### config.mk
export PLATFORM = sky130hd
export DESIGN_NAME = i2s_multi_delay
export DESIGN_NICKNAME = d
export VERILOG_FILES = /design/src/rtl/i2s_delay_pkg.sv /design/src/rtl/edge_sync.sv /design/src/rtl/i2s_multi_delay.sv
export SDC_FILE = /design/constraint.sdc
export NUM_CORES = 1
export LEC_CHECK = 0
export BUFFER_PORTS_ARGS = -buffer_cell sky130_fd_sc_hd__buf_2
export CAP_MARGIN = 10
export CORE_MARGIN = 3
export CORE_UTILIZATION = 30
export DETAILED_ROUTE_END_ITERATION = 6
export GPL_ROUTABILITY_DRIVEN = 0
export PLACE_DENSITY = 0.43
export SYNTH_ARGS = -nofsm -noshare
export SYNTH_HDL_FRONTEND = slang
export SYNTH_HIERARCHICAL = 1
export SYNTH_SLANG_ARGS = --single-unit
export TNS_END_PERCENT = 1
### constraint.sdc
create_clock -name clk -period 2 [get_ports clk]
set_input_delay 0.2 -clock clk [delete_from_list [all_inputs] [get_ports clk]]
set_output_delay 0.2 -clock clk [all_outputs]
set_load 0.05 [all_outputs]
### src/rtl/i2s_delay_pkg.sv
// Shared definitions for the multi-channel I2S frame delay line:
// default slot geometry, channel encoding and tap arithmetic helpers.
package i2s_delay_pkg;

   // Default bits per channel slot.
   localparam int W_SLOT_DEF      = 32;

   // Default depth of the bclk/lrclk synchroniser chains.
   localparam int SYNC_STAGES_DEF = 2;

   // Channel select as carried on lrclk.
   typedef enum logic {
      CH_LEFT  = 1'b0,
      CH_RIGHT = 1'b1
   } chan_e;

   // Shift register index holding the bit that lines up with the current
   // bit position exactly `delay` frames ago. Only meaningful for delay >= 1.
   function automatic int tap_index(input int delay, input int w_slot);
      if (delay <= 0) begin
         return 0;
      end
      return (2 * w_slot * delay) - 1;
   endfunction

   // Number of bclk rises of valid history needed before a `delay`-frame
   // tap holds data captured after the last history reset.
   function automatic int fill_need(input int delay, input int w_slot);
      return 2 * w_slot * delay;
   endfunction

endpackage

### src/rtl/edge_sync.sv
// Brings an asynchronous serial clock/select pin into the clk domain and
// produces single-cycle rise/fall pulses from the synchronised level.
module edge_sync #(
   parameter int SYNC_STAGES = 2
) (
   input  logic i_clk,
   input  logic i_rst_n,
   input  logic i_async,
   output logic o_level,
   output logic o_rise,
   output logic o_fall
);

   logic w_sync;
   logic r_prev;

   generate
      if (SYNC_STAGES == 0) begin : g_bypass
         assign w_sync = i_async;
      end else begin : g_chain
         logic [SYNC_STAGES-1:0] r_chain;

         // Synchroniser chain; the oldest stage is the usable level.
         always_ff @(posedge i_clk or negedge i_rst_n) begin
            if (!i_rst_n) begin
               r_chain <= '0;
            end else begin
               r_chain <= (r_chain << 1) | SYNC_STAGES'(i_async);
            end
         end

         assign w_sync = r_chain[SYNC_STAGES-1];
      end
   endgenerate

   // Previous synchronised level for edge detection.
   always_ff @(posedge i_clk or negedge i_rst_n) begin
      if (!i_rst_n) begin
         r_prev <= 1'b0;
      end else begin
         r_prev <= w_sync;
      end
   end

   assign o_level = w_sync;
   assign o_rise  = w_sync & ~r_prev;
   assign o_fall  = ~w_sync & r_prev;

endmodule

### src/rtl/i2s_multi_delay.sv
// Per-channel frame delay for an I2S serial stream. Both channels share one
// interleaved bit history; each channel reads it at its own frame offset.
// Delays are latched at frame start so both channels switch together, and a
// fill counter hides history that predates the last delay increase.
module i2s_multi_delay
   import i2s_delay_pkg::*;
#(
   parameter int  MAX_DELAY   = 1,
   parameter int  W_SLOT      = W_SLOT_DEF,
   parameter int  SYNC_STAGES = SYNC_STAGES_DEF,
   localparam int DW          = $clog2(MAX_DELAY + 1)
) (
   input  logic          clk,
   input  logic          rst_n,
   input  logic          bclk,
   input  logic          lrclk,
   input  logic [DW-1:0] delay_l,
   input  logic [DW-1:0] delay_r,
   input  logic          mute,
   input  logic          in,
   output logic          out,
   output logic          filled
);

   localparam int SR_LEN = 2 * W_SLOT * MAX_DELAY;
   localparam int AW     = $clog2(SR_LEN);
   localparam int FW     = $clog2(SR_LEN + 1);

   localparam logic [DW-1:0] MAX_D    = DW'(MAX_DELAY);
   localparam logic [FW-1:0] FILL_MAX = FW'(SR_LEN);

   // Synchronised pin events.
   logic w_bclk_lvl;
   logic w_bclk_rise;
   logic w_bclk_fall;
   logic w_lr_lvl;
   logic w_lr_rise;
   logic w_lr_fall;
   logic w_unused_edges;

   // State.
   logic [SR_LEN-1:0] r_sr;
   logic              r_out;
   logic [FW-1:0]     r_fill;
   logic [DW-1:0]     r_act_l;
   logic [DW-1:0]     r_act_r;
   logic              r_frame_pend;

   // Datapath.
   chan_e             w_chan;
   logic              w_load;
   logic              w_grow;
   logic [DW-1:0]     w_nxt_l;
   logic [DW-1:0]     w_nxt_r;
   logic [DW-1:0]     w_tap_d;
   logic [AW-1:0]     w_tap_idx;
   logic [DW-1:0]     w_cur_d;
   logic [FW-1:0]     w_cur_need;
   logic [DW-1:0]     w_eff_l;
   logic [DW-1:0]     w_eff_r;
   logic [DW-1:0]     w_eff_max;
   logic [FW-1:0]     w_fill_thr;

   edge_sync #(
      .SYNC_STAGES (SYNC_STAGES)
   ) u_sync_bclk (
      .i_clk   (clk),
      .i_rst_n (rst_n),
      .i_async (bclk),
      .o_level (w_bclk_lvl),
      .o_rise  (w_bclk_rise),
      .o_fall  (w_bclk_fall)
   );

   edge_sync #(
      .SYNC_STAGES (SYNC_STAGES)
   ) u_sync_lrclk (
      .i_clk   (clk),
      .i_rst_n (rst_n),
      .i_async (lrclk),
      .o_level (w_lr_lvl),
      .o_rise  (w_lr_rise),
      .o_fall  (w_lr_fall)
   );

   // The bclk level and lrclk rise are not needed by the datapath.
   assign w_unused_edges = w_bclk_lvl ^ w_lr_rise;

   assign w_chan = chan_e'(w_lr_lvl);

   // A frame starts at the lrclk fall; the delays are taken at the first
   // bclk fall from then on, which may be in the very same cycle.
   assign w_load  = w_bclk_fall & (r_frame_pend | w_lr_fall);
   assign w_nxt_l = w_load ? delay_l : r_act_l;
   assign w_nxt_r = w_load ? delay_r : r_act_r;

   // A longer delay reaches further back than the history gathered so far.
   assign w_grow  = w_load & ((delay_l > r_act_l) | (delay_r > r_act_r));

   // The tap read at a frame-start fall must already use the new delay.
   assign w_tap_d = (w_chan == CH_RIGHT) ? w_nxt_r : w_nxt_l;

   // Tap index, clamped for delays that never select a stored bit.
   always_comb begin
      w_tap_idx = '0;
      if ((w_tap_d != '0) && (w_tap_d <= MAX_D)) begin
         w_tap_idx = AW'(tap_index(32'(w_tap_d), W_SLOT));
      end
   end

   // Frame-start tracking: armed by an lrclk fall, consumed by the load.
   always_ff @(posedge clk or negedge rst_n) begin
      if (!rst_n) begin
         r_frame_pend <= 1'b0;
      end else if (w_load) begin
         r_frame_pend <= 1'b0;
      end else if (w_lr_fall) begin
         r_frame_pend <= 1'b1;
      end
   end

   // Active delays, switched together at frame start.
   always_ff @(posedge clk or negedge rst_n) begin
      if (!rst_n) begin
         r_act_l <= '0;
         r_act_r <= '0;
      end else if (w_load) begin
         r_act_l <= delay_l;
         r_act_r <= delay_r;
      end
   end

   // Interleaved bit history, newest bit at index 0; never cleared by
   // delay changes.
   always_ff @(posedge clk or negedge rst_n) begin
      if (!rst_n) begin
         r_sr <= '0;
      end else if (w_bclk_rise) begin
         r_sr <= {r_sr[SR_LEN-2:0], in};
      end
   end

   // Delayed bit captured on the bclk fall so it changes with the stream.
   always_ff @(posedge clk or negedge rst_n) begin
      if (!rst_n) begin
         r_out <= 1'b0;
      end else if (w_bclk_fall) begin
         r_out <= r_sr[w_tap_idx];
      end
   end

   // History depth counter; a delay increase restarts it and wins over a
   // coincident bclk rise.
   always_ff @(posedge clk or negedge rst_n) begin
      if (!rst_n) begin
         r_fill <= '0;
      end else if (w_grow) begin
         r_fill <= '0;
      end else if (w_bclk_rise && (r_fill != FILL_MAX)) begin
         r_fill <= r_fill + FW'(1);
      end
   end

   // Delay and history requirement of the slot currently on the wire.
   assign w_cur_d    = (w_chan == CH_RIGHT) ? r_act_r : r_act_l;
   assign w_cur_need = FW'(fill_need(32'(w_cur_d), W_SLOT));

   // Output select: mute, bypass, out-of-range, not-yet-filled, delayed.
   always_comb begin
      out = r_out;
      if (mute) begin
         out = 1'b0;
      end else if (w_cur_d == '0) begin
         out = in;
      end else if (w_cur_d > MAX_D) begin
         out = 1'b0;
      end else if (r_fill < w_cur_need) begin
         out = 1'b0;
      end
   end

   // Out-of-range delays need no history, so they count as zero here.
   assign w_eff_l    = (r_act_l > MAX_D) ? '0 : r_act_l;
   assign w_eff_r    = (r_act_r > MAX_D) ? '0 : r_act_r;
   assign w_eff_max  = (w_eff_l > w_eff_r) ? w_eff_l : w_eff_r;
   assign w_fill_thr = FW'(fill_need(32'(w_eff_max), W_SLOT));
   assign filled     = (r_fill >= w_fill_thr);

endmodule

== Word level (Yosys, flattened, before mapping) ==
Cells that the tools add are included.

* Muxes and demuxes: 21
* Add/subtract/negate cells: 2
* Magnitude comparators: 11
* Reduce and logical (&&, ||, !) cells: 4
* Equality and inequality tests: 1
* Bitwise gates (word level): 12

{| class="wikitable"
|+ Operator list
! cell !! count
|-
| $mux 1 || 16
|-
| $mux 7 || 2
|-
| $mux 6 || 2
|-
| $add 7x1->7 const B || 1
|-
| $ge 7x7->1 || 1
|-
| $lt 6x7->1 const B || 1
|-
| $lt 7x7->1 || 1
|-
| $ne 7x7->1 const B || 1
|-
| $bmux 1 s6 || 1
|-
| $and 1x1->1 || 5
|-
| $or 2x1->2 || 2
|-
| $reduce_bool 2->1 || 2
|-
| $gt 1x1->1 || 3
|-
| $gt 1x1->1 const B || 3
|-
| $not 1->1 || 3
|-
| $le 1x1->1 const B || 2
|-
| $logic_and 1x1->1 || 2
|-
| $or 1x1->1 || 2
|-
| $sub 1x1->2 const AB || 1
|}

* Input port bits: 8
* Output and inout port bits: 2
* Logic and storage cells: 61
* Register bits: 81

== Longest topological paths before layout ==
* Word-level depth: 13
* Depth in mapped cells: 6
* Gate-level depth less buffers: 6

== Cells and area by module ==
The synthesis kept the hierarchy.

{| class="wikitable"
|+ By module, submodules not included
! module !! times used !! area an instance (µm²) !! seq. area each (µm²) !! cells each
|-
| i2s_multi_delay || 1 || 2,976.6 || 1,876.8 || 199
|-
| edge_sync || 2 || 90.1 || 75.1 || 5
|}

== Least setup slack after synthesis ==
No wires, ideal clock.

* Kind: register to output
* Start: register r_fill[3]
* End: output port filled
* Arrival time: 2.069 ns
* Stages on the path, launching flop included: 3
* Buffers on the path: 0
* Path slack: -0.269 ns
* Data required time: 1.800 ns
* Cell sequence: dfrtp_1 -> or4_4 -> o21ai_0

* Word-level cells in the longest chain between the ends: 1

{| class="wikitable"
|+ Ends and longest elaborated chain
! element !! RTL line !! text
|-
| start, declared || i2s_multi_delay.sv:44 || <nowiki>logic [FW-1:0] r_fill;</nowiki>
|-
| start signal, assigned || i2s_multi_delay.sv:160 || <nowiki>r_fill <= r_fill + FW'(1);</nowiki>
|-
| $ge 7x7->1 || i2s_multi_delay.sv:187 || <nowiki>assign filled = (r_fill >= w_fill_thr);</nowiki>
|-
| end, declared || i2s_multi_delay.sv:22 || <nowiki>output logic filled</nowiki>
|}

No other way between the ends.

== Final worst setup path ==
* Start: register r_act_l
* End: output port filled

* Word-level cells in the longest chain between the ends: 5

{| class="wikitable"
|+ Ends and longest elaborated chain
! element !! RTL line !! text
|-
| start, declared || i2s_multi_delay.sv:45 || <nowiki>logic [DW-1:0] r_act_l;</nowiki>
|-
| start signal, assigned || i2s_multi_delay.sv:128 || <nowiki>r_act_l <= delay_l;</nowiki>
|-
| $gt 1x1->1 || i2s_multi_delay.sv:183 || <nowiki>assign w_eff_l = (r_act_l > MAX_D) ? '0 : r_act_l;</nowiki>
|-
| $mux 1 (*) || i2s_multi_delay.sv:183 ||
|-
| $gt 1x1->1 || i2s_multi_delay.sv:185 || <nowiki>assign w_eff_max = (w_eff_l > w_eff_r) ? w_eff_l : w_eff_r;</nowiki>
|-
| $mux 1 (*) || i2s_multi_delay.sv:185 ||
|-
| $ge 7x7->1 (*) || i2s_multi_delay.sv:187 ||
|}

Every way passes the cells marked *; elsewhere a longest branch is shown, timed or not.

==> impl_metrics.csv <==
group,metric,value,unit
sta,hold_viol_final,0,
clock_tree,clk-insertion-delay-late,0.34,ns
critical_path,reg2reg_slack,0.43,ns
clock_tree,clockRootBuffer,"clkbuf_8",
finish,diodes,0,
clock_tree,ctsHtreeMaxLevel,3,
critical_path,rr_startpoint,"r_fill[3]",
critical_path,reg2reg_to,"r_fill[1]",
status,outcome,"completed",
sta,fmax,0.528,GHz
power_and_ir_drop,leakage,1.76,nW
critical_path,worst-path-max-fanout,4,
synth,postSynthAreaPerCell,15.1,µm²
critical_path,worstPathRequired,1.80,ns
clock_tree,clock_sinks,81,
route,wl,4460,µm
place,dp_slack,0.408,ns
sta,finalCritPeriodShare,94.7,%
sta,fin_skew,0.00798,ns
global_route,use_met1,11.4,%
place,dp.cells,347,
sta,fin_ws,0.105,ns
critical_path,cpPeakStageDelay,0.40,ns
global_route,grt_pass1_vias,1774,
critical_path,path_cells,"or2_2, ha_1, nand2_1, o21ai_2, buf_6",
min_path,holdPathEnd,"r_sr[0]",
die,die_h,108,µm
finish,fin_cells,366,
critical_path,cp_slowest_cell,"dfrtp_1",
global_route,antenna_found_initial,0,
route,via_count,1618,
clock_tree,path_clk_slew,0.08,ns
power_and_ir_drop,peakVddDrop,0.000391,V
route,first_iter_violations,43,
die,design.die.area,11800,µm²
global_route,gr-usage-met2,13.8,%
global_route,grt_first_pass_wirelength,8320,µm
route,drt-pass1-iter-count,3,
global_route,grt.met3_usage,3.76,%
critical_path,end_kind,"output port",
die,core_area,10000,µm²
sta,setup_viol,0,
finish,nets,239,
die,initial_core_util,31.5,%
clock_tree,cts_tree,"yes",
route,post_drt_wl_per_cell,12.2,µm
synth,ys_warn_count,6,
critical_path,ff2ff_path_depth,4,
sta,slew_viol_final,0,
sta,worstMarginPinSlew,0.549,ns
power_and_ir_drop,finalPower,0.00390,W
power_and_ir_drop,power_density,1070,nW/µm²
global_route,gr-total-overflow,0,
global_route,grt_max_degree,65,
global_route,busiest_layer,"met2",
clock_tree,cts_setup_buffers,0,
die,die_x,108,µm
critical_path,path_class,"reg -> out",
synth,synth_cells,208,
min_path,min_path_cells,2,
critical_path,cp_top_family,"flip-flops",
place,place_hpwl,2670,µm
finish,layout-drive-gt1-share,42.5,%
die,boundaryPins,10,
clock_tree,cts_buffers,9,
synth,synth_area,3150,µm²
min_path,holdCritStartpoint,"in",
global_route,grt_usage,9.22,%
route,drc,0,
flow_run,cap_viol_max_count,0,
place,io_buffer_count,9,
critical_path,arrival,1.69,ns
sta,min_period,1.89,ns
route,drt-vias-per-instance,4.42,
critical_path,cp.buffers_inverters,1,
route,ant_nets,0,
sta,maxSlewHeadroom,63.0,%
critical_path,startpoint_type,"flip-flop",
min_path,hold_class,"in -> reg",
clock_tree,clk_path_buf_depth,2,
die,placementRows,36,
synth,synthesis.nets,219,
finish,syn2layout_area_growth,16.2,%
## power breakdown
part	leakage (nW)	internal (W)	total (W)	switching (W)
logic	0.559	0.000279	0.000530	0.000252
registers	1.08	0.00185	0.00198	0.000132
clock network	0.118	0.000831	0.00139	0.000560
total	1.76	0.00296	0.00390	0.000944
## through the flow
| step | hold slack [ns] | utilization, % | cell area, µm² | TNS, ns |
|---|---|---|---|---|
| 6_report | 0.122 | 36.6 | 3660 | 0 |
| 5_1_grt | 0.101 | 36.6 | 3660 | -0.00507 |
| 3_3_place_gp | 0.109 | 33.8 | 3380 | 0 |
| 4_1_cts | 0.0923 | 36.5 | 3650 | 0 |
| 2_1_floorplan | -0.0956 | - | 3150 | 0 |
| 3_5_place_dp | 0.105 | 33.8 | 3380 | 0 |
## worst max-delay path by stage
| stage | startpoint | to | slack [ns] | depth (start not counted) |
|---|---|---|---|---|
| floorplan | r_fill[3] | filled | 0.11 | 2 |
| finish | r_act_l | filled | 0.11 | 5 |
| global placement | r_fill[3] | filled | 0.42 | 3 |
| CTS | r_act_l | filled | 0.006 | 5 |
| detailed placement | r_act_l | filled | 0.41 | 5 |
| global route | r_act_l | filled | -0.005 | 5 |
## final cells by class
cell class / instances / area, µm²
multi-input combinational: 117 / 1080
fill: 990 / 6340
inverter: 3 / 11.3
clock buffer: 11 / 131
sequential: 81 / 2030
timing repair buffer: 16 / 139
clock inverter: 5 / 104
tap: 133 / 166
## flip-flops by register name (all words and copies together), names as in the netlist
register and cells:
r_out 1, u_sync_lrclk/g_chain.r_chain 2, u_sync_bclk/r_prev 1, u_sync_bclk/g_chain.r_chain 2, r_frame_pend 1, r_act_l 1, r_sr 64, r_fill 7
r_act_r 1, u_sync_lrclk/r_prev 1
## cells in the final DEF, fill, tap and decap left out
master	instances
buf_6	1
and2_1	1
nor2b_1	2
buf_12	2
dfrtp_1	81
o21ai_2	1
nand2_1	6
a21oi_1	4
nor2_1	9
inv_1	3
clkbuf_1	2
bufinv_16	3
o21ai_4	1
o21ai_0	4
and2b_2	1
buf_2	7
clkinv_4	1
xor2_1	2
or4_4	1
ha_1	3
nand2b_1	3
dlygate4sd3_1	3
mux2i_1	4
nand4_1	1
clkbuf_8	9
buf_4	3
or3_1	2
xnor2_1	1
mux2_2	67
o211ai_1	1
nand3_1	2
or2_2	1
clkinv_2	1
## what timing repair did
item                       in CTS  in global routing
setup endpoints to repair       0                  1
resized for setup               0                  4
hold endpoints to repair       21                  0
hold buffers                    3                  0
## routing by layer
metal | routed length (µm) | part of all wire [%]
met5 | 0 | 0
met4 | 85 | 1.9
met3 | 171 | 3.8
met2 | 2080 | 47
met1 | 2120 | 48
Note: power is estimated with default switching activity, not from simulation.
